$ cat src/rtl/cpuc_bus_arbiter.sv
// Round-robin owner of the shared CPUC tristate data bus: one-hot driver enables,
// a programmable dead gap between owners, and a tenure cap while others wait.
module cpuc_bus_arbiter #(
  parameter int NUM_REQ   = 4,
  parameter int MAX_HOLD  = 8,
  parameter int TA_CYCLES = 1,
  localparam int IDW      = (NUM_REQ > 1) ? $clog2(NUM_REQ) : 1
) (
  input  logic               clk,
  input  logic               rst_n,
  input  logic [NUM_REQ-1:0] req,
  output logic [NUM_REQ-1:0] gnt,
  output logic [NUM_REQ-1:0] tri_en,
  output logic [IDW-1:0]     owner_id,
  output logic               owner_vld,
  output logic [1:0]         state_dbg
);

  localparam int HCW = $clog2(MAX_HOLD + 1);
  localparam int TCW = (TA_CYCLES > 1) ? $clog2(TA_CYCLES) : 1;

  typedef enum logic [1:0] {
    S_IDLE  = 2'd0,
    S_GRANT = 2'd1,
    S_TURN  = 2'd2
  } state_t;

  state_t             state_q, state_d;
  logic [NUM_REQ-1:0] gnt_q, gnt_d;
  logic [IDW-1:0]     id_q, id_d;
  logic [IDW-1:0]     rr_q, rr_d;
  logic [HCW-1:0]     hold_q, hold_d;
  logic [TCW-1:0]     ta_q, ta_d;

  logic                 win_vld;
  logic [IDW-1:0]       win_id;
  logic [2*NUM_REQ-1:0] rot;
  int                   sum;
  logic                 owner_req;
  logic                 others_pend;
  logic                 hold_hit;
  logic [IDW-1:0]       rr_next;

  // rot[k] is req[(rr_q + k) mod NUM_REQ], so the lowest set bit is the winner.
  always_comb begin
    win_vld = 1'b0;
    win_id  = '0;
    sum     = 0;
    rot     = {req, req} >> rr_q;
    for (int i = 0; i < NUM_REQ; i++) begin
      if (!win_vld && rot[i]) begin
        win_vld = 1'b1;
        sum     = int'(rr_q) + i;
        win_id  = IDW'((sum >= NUM_REQ) ? (sum - NUM_REQ) : sum);
      end
    end
  end

  assign owner_req   = |(req & gnt_q);
  assign others_pend = |(req & ~gnt_q);
  assign hold_hit    = (hold_q == HCW'(MAX_HOLD));
  assign rr_next     = (int'(id_q) == NUM_REQ - 1) ? '0 : id_q + IDW'(1);

  always_comb begin
    state_d = state_q;
    gnt_d   = gnt_q;
    id_d    = id_q;
    rr_d    = rr_q;
    hold_d  = hold_q;
    ta_d    = ta_q;
    unique case (state_q)
      S_IDLE: begin
        gnt_d = '0;
        if (win_vld) begin
          gnt_d   = NUM_REQ'(1) << win_id;
          id_d    = win_id;
          hold_d  = HCW'(1);
          state_d = S_GRANT;
        end
      end
      S_GRANT: begin
        if (!owner_req || (hold_hit && others_pend)) begin
          gnt_d   = '0;
          rr_d    = rr_next;
          ta_d    = TCW'(TA_CYCLES - 1);
          state_d = S_TURN;
        end else if (!hold_hit) begin
          hold_d = hold_q + HCW'(1);
        end
      end
      S_TURN: begin
        gnt_d = '0;
        if (ta_q != '0) begin
          ta_d = ta_q - TCW'(1);
        end else if (win_vld) begin
          gnt_d   = NUM_REQ'(1) << win_id;
          id_d    = win_id;
          hold_d  = HCW'(1);
          state_d = S_GRANT;
        end else begin
          state_d = S_IDLE;
        end
      end
      default: begin
        gnt_d   = '0;
        state_d = S_IDLE;
      end
    endcase
  end

  always_ff @(posedge clk or negedge rst_n) begin
    if (!rst_n) begin
      state_q <= S_IDLE;
      gnt_q   <= '0;
      id_q    <= '0;
      rr_q    <= '0;
      hold_q  <= '0;
      ta_q    <= '0;
    end else begin
      state_q <= state_d;
      gnt_q   <= gnt_d;
      id_q    <= id_d;
      rr_q    <= rr_d;
      hold_q  <= hold_d;
      ta_q    <= ta_d;
    end
  end

  assign gnt       = gnt_q;
  assign tri_en    = gnt_q;
  assign owner_id  = id_q;
  assign owner_vld = |gnt_q;
  assign state_dbg = state_q;

  a_gnt_onehot0: assert property (@(posedge clk) disable iff (!rst_n) $onehot0(gnt_q));
  a_req_known:   assert property (@(posedge clk) disable iff (!rst_n) !$isunknown(req));

endmodule

$ cat config.mk
export PLATFORM = sky130hd
export DESIGN_NAME = cpuc_bus_arbiter
export DESIGN_NICKNAME = d
export VERILOG_FILES = /design/src/rtl/cpuc_bus_arbiter.sv
export SDC_FILE = /design/constraint.sdc
export NUM_CORES = 1
export LEC_CHECK = 0
export BUFFER_PORTS_ARGS = -buffer_cell sky130_fd_sc_hd__buf_2
export CAP_MARGIN = 20
export CORE_MARGIN = 3
export CORE_UTILIZATION = 37
export DETAILED_ROUTE_END_ITERATION = 10
export SLEW_MARGIN = 20
export SYNTH_ARGS = -nofsm -noshare
export SYNTH_HDL_FRONTEND = slang
export SYNTH_SLANG_ARGS = --single-unit
export TNS_END_PERCENT = 50
$ cat constraint.sdc
create_clock -name clk -period 5.1 [get_ports clk]
set_clock_uncertainty 0.2 [all_clocks]
set_input_delay 0.765 -clock clk [delete_from_list [all_inputs] [get_ports clk]]
set_output_delay 0.765 -clock clk [all_outputs]
set_load 0.02 [all_outputs]
# Word level (Yosys, flattened, before mapping)
# Index checks and enable logic that the tools add are counted.
dict set report word_totals {
  ff_bits 15
  in_bits 6
  elab_cells 88
}
dict set report classes {
  add_sub_neg 10
  magnitude_cmp 4
  n_eq_ne 9
  shift 2
  mux 33
  n_bitwise 3
  reduce_logical 21
}
# operator n
set op_table {}
lappend op_table {{2-bit two-way mux} 14}
lappend op_table {{4-bit two-way mux} 7}
lappend op_table {{4-bit one-hot mux with 3 select lines} 2}
lappend op_table {{4-bit OR reduction} 3}
lappend op_table {{2-bit != test, second input constant} 5}
lappend op_table {{3-bit greater-or-equal comparator, second input constant} 3}
lappend op_table {{4-bit AND} 2}
lappend op_table {{8-bit by 2-bit right shift with 4-bit output} 1}
lappend op_table {{2-bit by 1-bit subtractor with 2-bit output, second input constant} 4}
lappend op_table {{1-bit two-way mux} 7}
lappend op_table {{2-bit by 2-bit adder with 3-bit output, second input constant} 2}
lappend op_table {{2-bit one-hot mux with 3 select lines} 1}
lappend op_table {{2-bit AND reduction} 3}
lappend op_table {{4-bit by 1-bit adder with 4-bit output, second input constant} 1}
lappend op_table {{2-bit by 1-bit == test with 1-bit output, second input constant} 2}
lappend op_table {{4-bit == test, second input constant} 1}
lappend op_table {{1-bit logical AND} 4}
lappend op_table {{1-bit logical NOT} 4}
lappend op_table {{4-bit inverter} 1}
lappend op_table {{2-bit one-hot mux with 2 select lines} 1}
lappend op_table {{4-bit AND reduction} 1}
lappend op_table {{2-bit nonzero test} 2}
lappend op_table {{1-bit by 2-bit << shifter with 4-bit output, first input constant} 1}
lappend op_table {{2-bit by 1-bit adder with 3-bit output, second input constant} 1}
lappend op_table {{9 further kinds} 9}

# Depth between registers and ports, before layout
dict set report logic_depth {
  depth_word 15
  mapped_depth 6
  mapped_depth_nobuf 6
}

# Worst setup path before layout
# Ideal clock, no wire load.
dict set report synth_path {
  kind {register to output}
  start {register gnt_q[2] (netlist: gnt[2])}
  end {output owner_vld}
  arrival_ns 1.254
  required_time_ns 4.135
  slack_ns 2.881
  path_stages_with_launch 2
  n_path_buf 0
  path_cell_list {dfrtp_1 or4_2}
}
dict set report synth_via {
  elab_chain_len 1
}
# element line_no
set synth_rtl {}
lappend synth_rtl {{start, declared} 29} ;# logic [NUM_REQ-1:0] gnt_q, gnt_d;
lappend synth_rtl {{start signal, assigned} 121} ;# gnt_q <= gnt_d;
lappend synth_rtl {{4-bit OR reduction} 132} ;# assign owner_vld = |gnt_q;
lappend synth_rtl {{end, declared} 15} ;# output logic owner_vld,
# Every way passes these cells.

# Worst setup path after layout
# Ends and elaborated chain as after synthesis.

==> tab_implementation.tex <==
\begin{tabular}{lr}
\hline
Metric & Value \\
\hline
\multicolumn{2}{l}{\textbf{Synth}} \\
Number of cells produced by synthesis & 76 \\
Synth Area per Inst & 10.7 sq um \\
Synth warnings & 0 \\
Synth Flop Type & sky130\_fd\_sc\_hd\_\_dfrtp\_1 \\
Count of state elements after synthesis & 14 \\
Combined area of all synthesized cells & 811 sq um \\
Share of the yosys chip area belonging to registers & 43.2\% \\
Ys async rst share & 100\% \\
Number of nets produced by synthesis & 85 \\
Cell variety after synth & 31 \\
Post-synth EDFFs & 0 \\
\multicolumn{2}{l}{\textbf{Run status}} \\
Run status & finished, final reports clean \\
\multicolumn{2}{l}{\textbf{Critical path}} \\
CP Launch Point & gnt[2]\$\_DFFE\_PN0P\_ \\
R2r endpoint & hold\_q[3]\$\_DFFE\_PN0P\_ \\
Worst Setup Start Kind & flip-flop \\
Worst setup path category & reg2out \\
Critical path data required time & 4140 ps \\
R2R depth & 6 \\
Top fanout value on the critical path & 6 \\
Reg-to-reg slack, setup & 3050 ps \\
Endpoint class of the critical path & output pin \\
Crit path DAT & 1550 ps \\
End of the critical path & owner\_vld \\
Startpoint of the worst register-to-register path & hold\_q[0]\$\_DFFE\_PN0P\_ \\
\multicolumn{2}{l}{\textbf{Die}} \\
Die boundary width & 52.8 um \\
Die Footprint & 2790 sq um \\
Number of rows in the core area & 16 \\
Initial standard-cell utilization of the core & 40.1\% \\
Y dimension of the die & 52.8 um \\
Core area & 2020 sq um \\
Number of I/O pins & 19 \\
\multicolumn{2}{l}{\textbf{Clocking}} \\
Worst-Skew Late Latency & 270 ps \\
Setup Fix Bufs, Post-CTS & 0 \\
Max clock buf depth & 2 \\
CTS sink cnt & 14 \\
Post-CTS Hold Fix Bufs & 0 \\
Number of buffers created by CTS & 3 \\
Root Buffer Master & sky130\_fd\_sc\_hd\_\_clkbuf\_4 \\
H-tree lvl count & 1 \\
CTS tree & done \\
Post-CTS clock slew at the launch and capture registers of the worst setup and hold paths & 80 ps \\
Post-CTS sizing & 0 \\
\multicolumn{2}{l}{\textbf{STA}} \\
Total Neg Setup Slack & 0 ps \\
Final worst-path cycle share & 49.3\% \\
Final Max Slew Viols & 0 \\
Number of hold violations in the final report & 0 \\
Peak Freq & 0.397 GHz \\
Number of endpoints failing setup at the final stage & 0 \\
Final critical path time including I/O delays and setup & 2520 ps \\
Slew at the pin with the worst max-slew slack & 445 ps \\
RSZ-0062 raised after global routing & false \\
Worst slew margin relative to its limit & 70.3\% \\
\multicolumn{2}{l}{\textbf{Placement}} \\
Number of buffer cells added on primary ports & 18 \\
Placed wire-length estimate after detailed placement & 1320 um \\
Post-placement cell count & 117 \\
Gpl congestion & 0.809 \\
\multicolumn{2}{l}{\textbf{Routing}} \\
Post-detailed-route via-to-cell ratio & 5.32 \\
First-pass DRT Iterations & 4 \\
Iteration-0 DRC Markers & 13 \\
DRC violations left & 0 \\
Routed WL per cell & 14.1 um \\
WL final & 1690 um \\
Remaining antenna violation count & 0 \\
Number of vias in the routed layout & 638 \\
\multicolumn{2}{l}{\textbf{Final layout}} \\
Cell Count, Final, Fillers Out & 120 \\
Share of post-route cells with drive strength above 1 & 30.1\% \\
Number of diodes & 0 \\
Area growth, synth to finish & 14.4\% \\
Final standard cell utilization of the core & 45.9\% \\
NumNets Final & 104 \\
\multicolumn{2}{l}{\textbf{Min path}} \\
Hold/Removal Path Class & in2async \\
\multicolumn{2}{l}{\textbf{Global route}} \\
Pin count of the biggest net entering global routing & 15 \\
Vias in the first global route & 610 \\
All-Layer GR Usage & 14.5\% \\
First-pass GRT wire length & 2880 um \\
Antenna violations before repair & 0 \\
Gr ovfl total & 0 \\
\multicolumn{2}{l}{\textbf{Run}} \\
MaxCap Viol Count & 0 \\
\multicolumn{2}{l}{\textbf{Pwr}} \\
Total leakage power & 0.471 nW \\
Largest vdd supply drop & 0.000297 V \\
Cell area power density & 604 nW/um\^{}2 \\
\hline
\end{tabular}
cells in the mapped netlist, types with 2 or more instances:
cell	count	area (sq um)
sky130_fd_sc_hd__nor2b_1	4	25.0
sky130_fd_sc_hd__nor3_1	2	10.0
sky130_fd_sc_hd__mux2i_1	2	20.0
sky130_fd_sc_hd__nor2_1	4	15.0
sky130_fd_sc_hd__nand2_1	8	30.0
sky130_fd_sc_hd__mux2_4	2	30.0
sky130_fd_sc_hd__o21ai_0	2	10.0
sky130_fd_sc_hd__a22o_1	3	26.3
sky130_fd_sc_hd__dfrtp_1	14	350
sky130_fd_sc_hd__and3b_1	2	17.5
sky130_fd_sc_hd__a21o_1	2	15.0
sky130_fd_sc_hd__a22oi_1	2	15.0
sky130_fd_sc_hd__ha_1	3	37.5
sky130_fd_sc_hd__inv_1	2	7.51
sky130_fd_sc_hd__nand2b_1	2	12.5
sky130_fd_sc_hd__a21oi_1	2	10.0
sky130_fd_sc_hd__and2_1	2	12.5
sky130_fd_sc_hd__buf_4	4	30.0
sky130_fd_sc_hd__o21ai_1	2	10.0
per-layer routing:
layer  vias to the layer above  global-route usage, %  routed length (um)
met2                        17                   22.5                 783
met1                       306                   17.3                 758
met5                         -                      0                   0
met4                         0                   10.2                  47
met3                         6                   3.42                 101
li1                        309                      -                   -
through the flow:
stage	cell area, sq um	worst slack, ps	hold slack (ps)	total power (W)
2_1_floorplan	811	2880	240	0.000429
3_3_place_gp	905	2870	259	0.000502
3_5_place_dp	905	2880	277	0.000506
4_1_cts	927	2570	180	0.000570
5_1_grt	927	2520	181	0.000614
6_report	927	2580	177	0.000560
flip-flops by register name, indices dropped and copies added (netlist names):
register,flops
gnt,4
hold_q,4
owner_id,2
rr_q,2
state_dbg,2
how the worst min path moves through the flow:
stage | from | to | cells after the start
2_1_floorplan | hold_q[3]$_DFFE_PN0P_ | hold_q[3]$_DFFE_PN0P_ | 1
3_3_place_gp | hold_q[3]$_DFFE_PN0P_ | hold_q[3]$_DFFE_PN0P_ | 1
3_5_place_dp | hold_q[3]$_DFFE_PN0P_ | hold_q[3]$_DFFE_PN0P_ | 1
4_1_cts | rst_n | rr_q[0]$_DFFE_PN0P_ | 1
5_1_grt | rst_n | rr_q[0]$_DFFE_PN0P_ | 1
6_report | rst_n | state_dbg[0]$_DFFE_PN0P_ | 1
kinds of logic (layout without fill, tap and decap cells):
group                    Yosys count  in the layout  synth area share (%)
AO/OA/AOI/OAI                     21             21                  21.6
adder cells (fa/ha/maj)            3              3                  4.63
buffers and inverters              6             23                  4.63
flip-flops                        14             14                  43.2
multiplexers                       4              4                  6.17
AND/OR/NAND/NOR                   28             28                  19.8
final cells by class:
cell class,instances,area (sq um)
well taps,27,33.8
multi-input cells,56,423
repair buffers,18,90.1
inverters,2,7.51
flip-flops and latches,14,350
clock buffers,3,22.5
fillers,208,1090
where the power goes:
group | switching [W] | internal (W) | leakage (nW)
combinational | 0.000171 | 0.000124 | 0.280
clock | 0.0000310 | 0.0000273 | 0.0138
sequential | 0.0000515 | 0.000156 | 0.177
total | 0.000254 | 0.000307 | 0.471
critical path, stage by stage (launching register included):
cell	delay, ps
sky130_fd_sc_hd__dfrtp_1	460
sky130_fd_sc_hd__or4_2	650
sky130_fd_sc_hd__buf_2	180
placed cells by master, fill, tap and decap left out, drive strengths merged, types with 3 or more instances in the layout:
cell and count:
a21oi 3, buf 18, clkbuf 3, ha 3, dfrtp 14, nand2 8, o21ai 4, nor2b 5
nor2 4, a22o 3
Power figures use the tool's default switching activity.
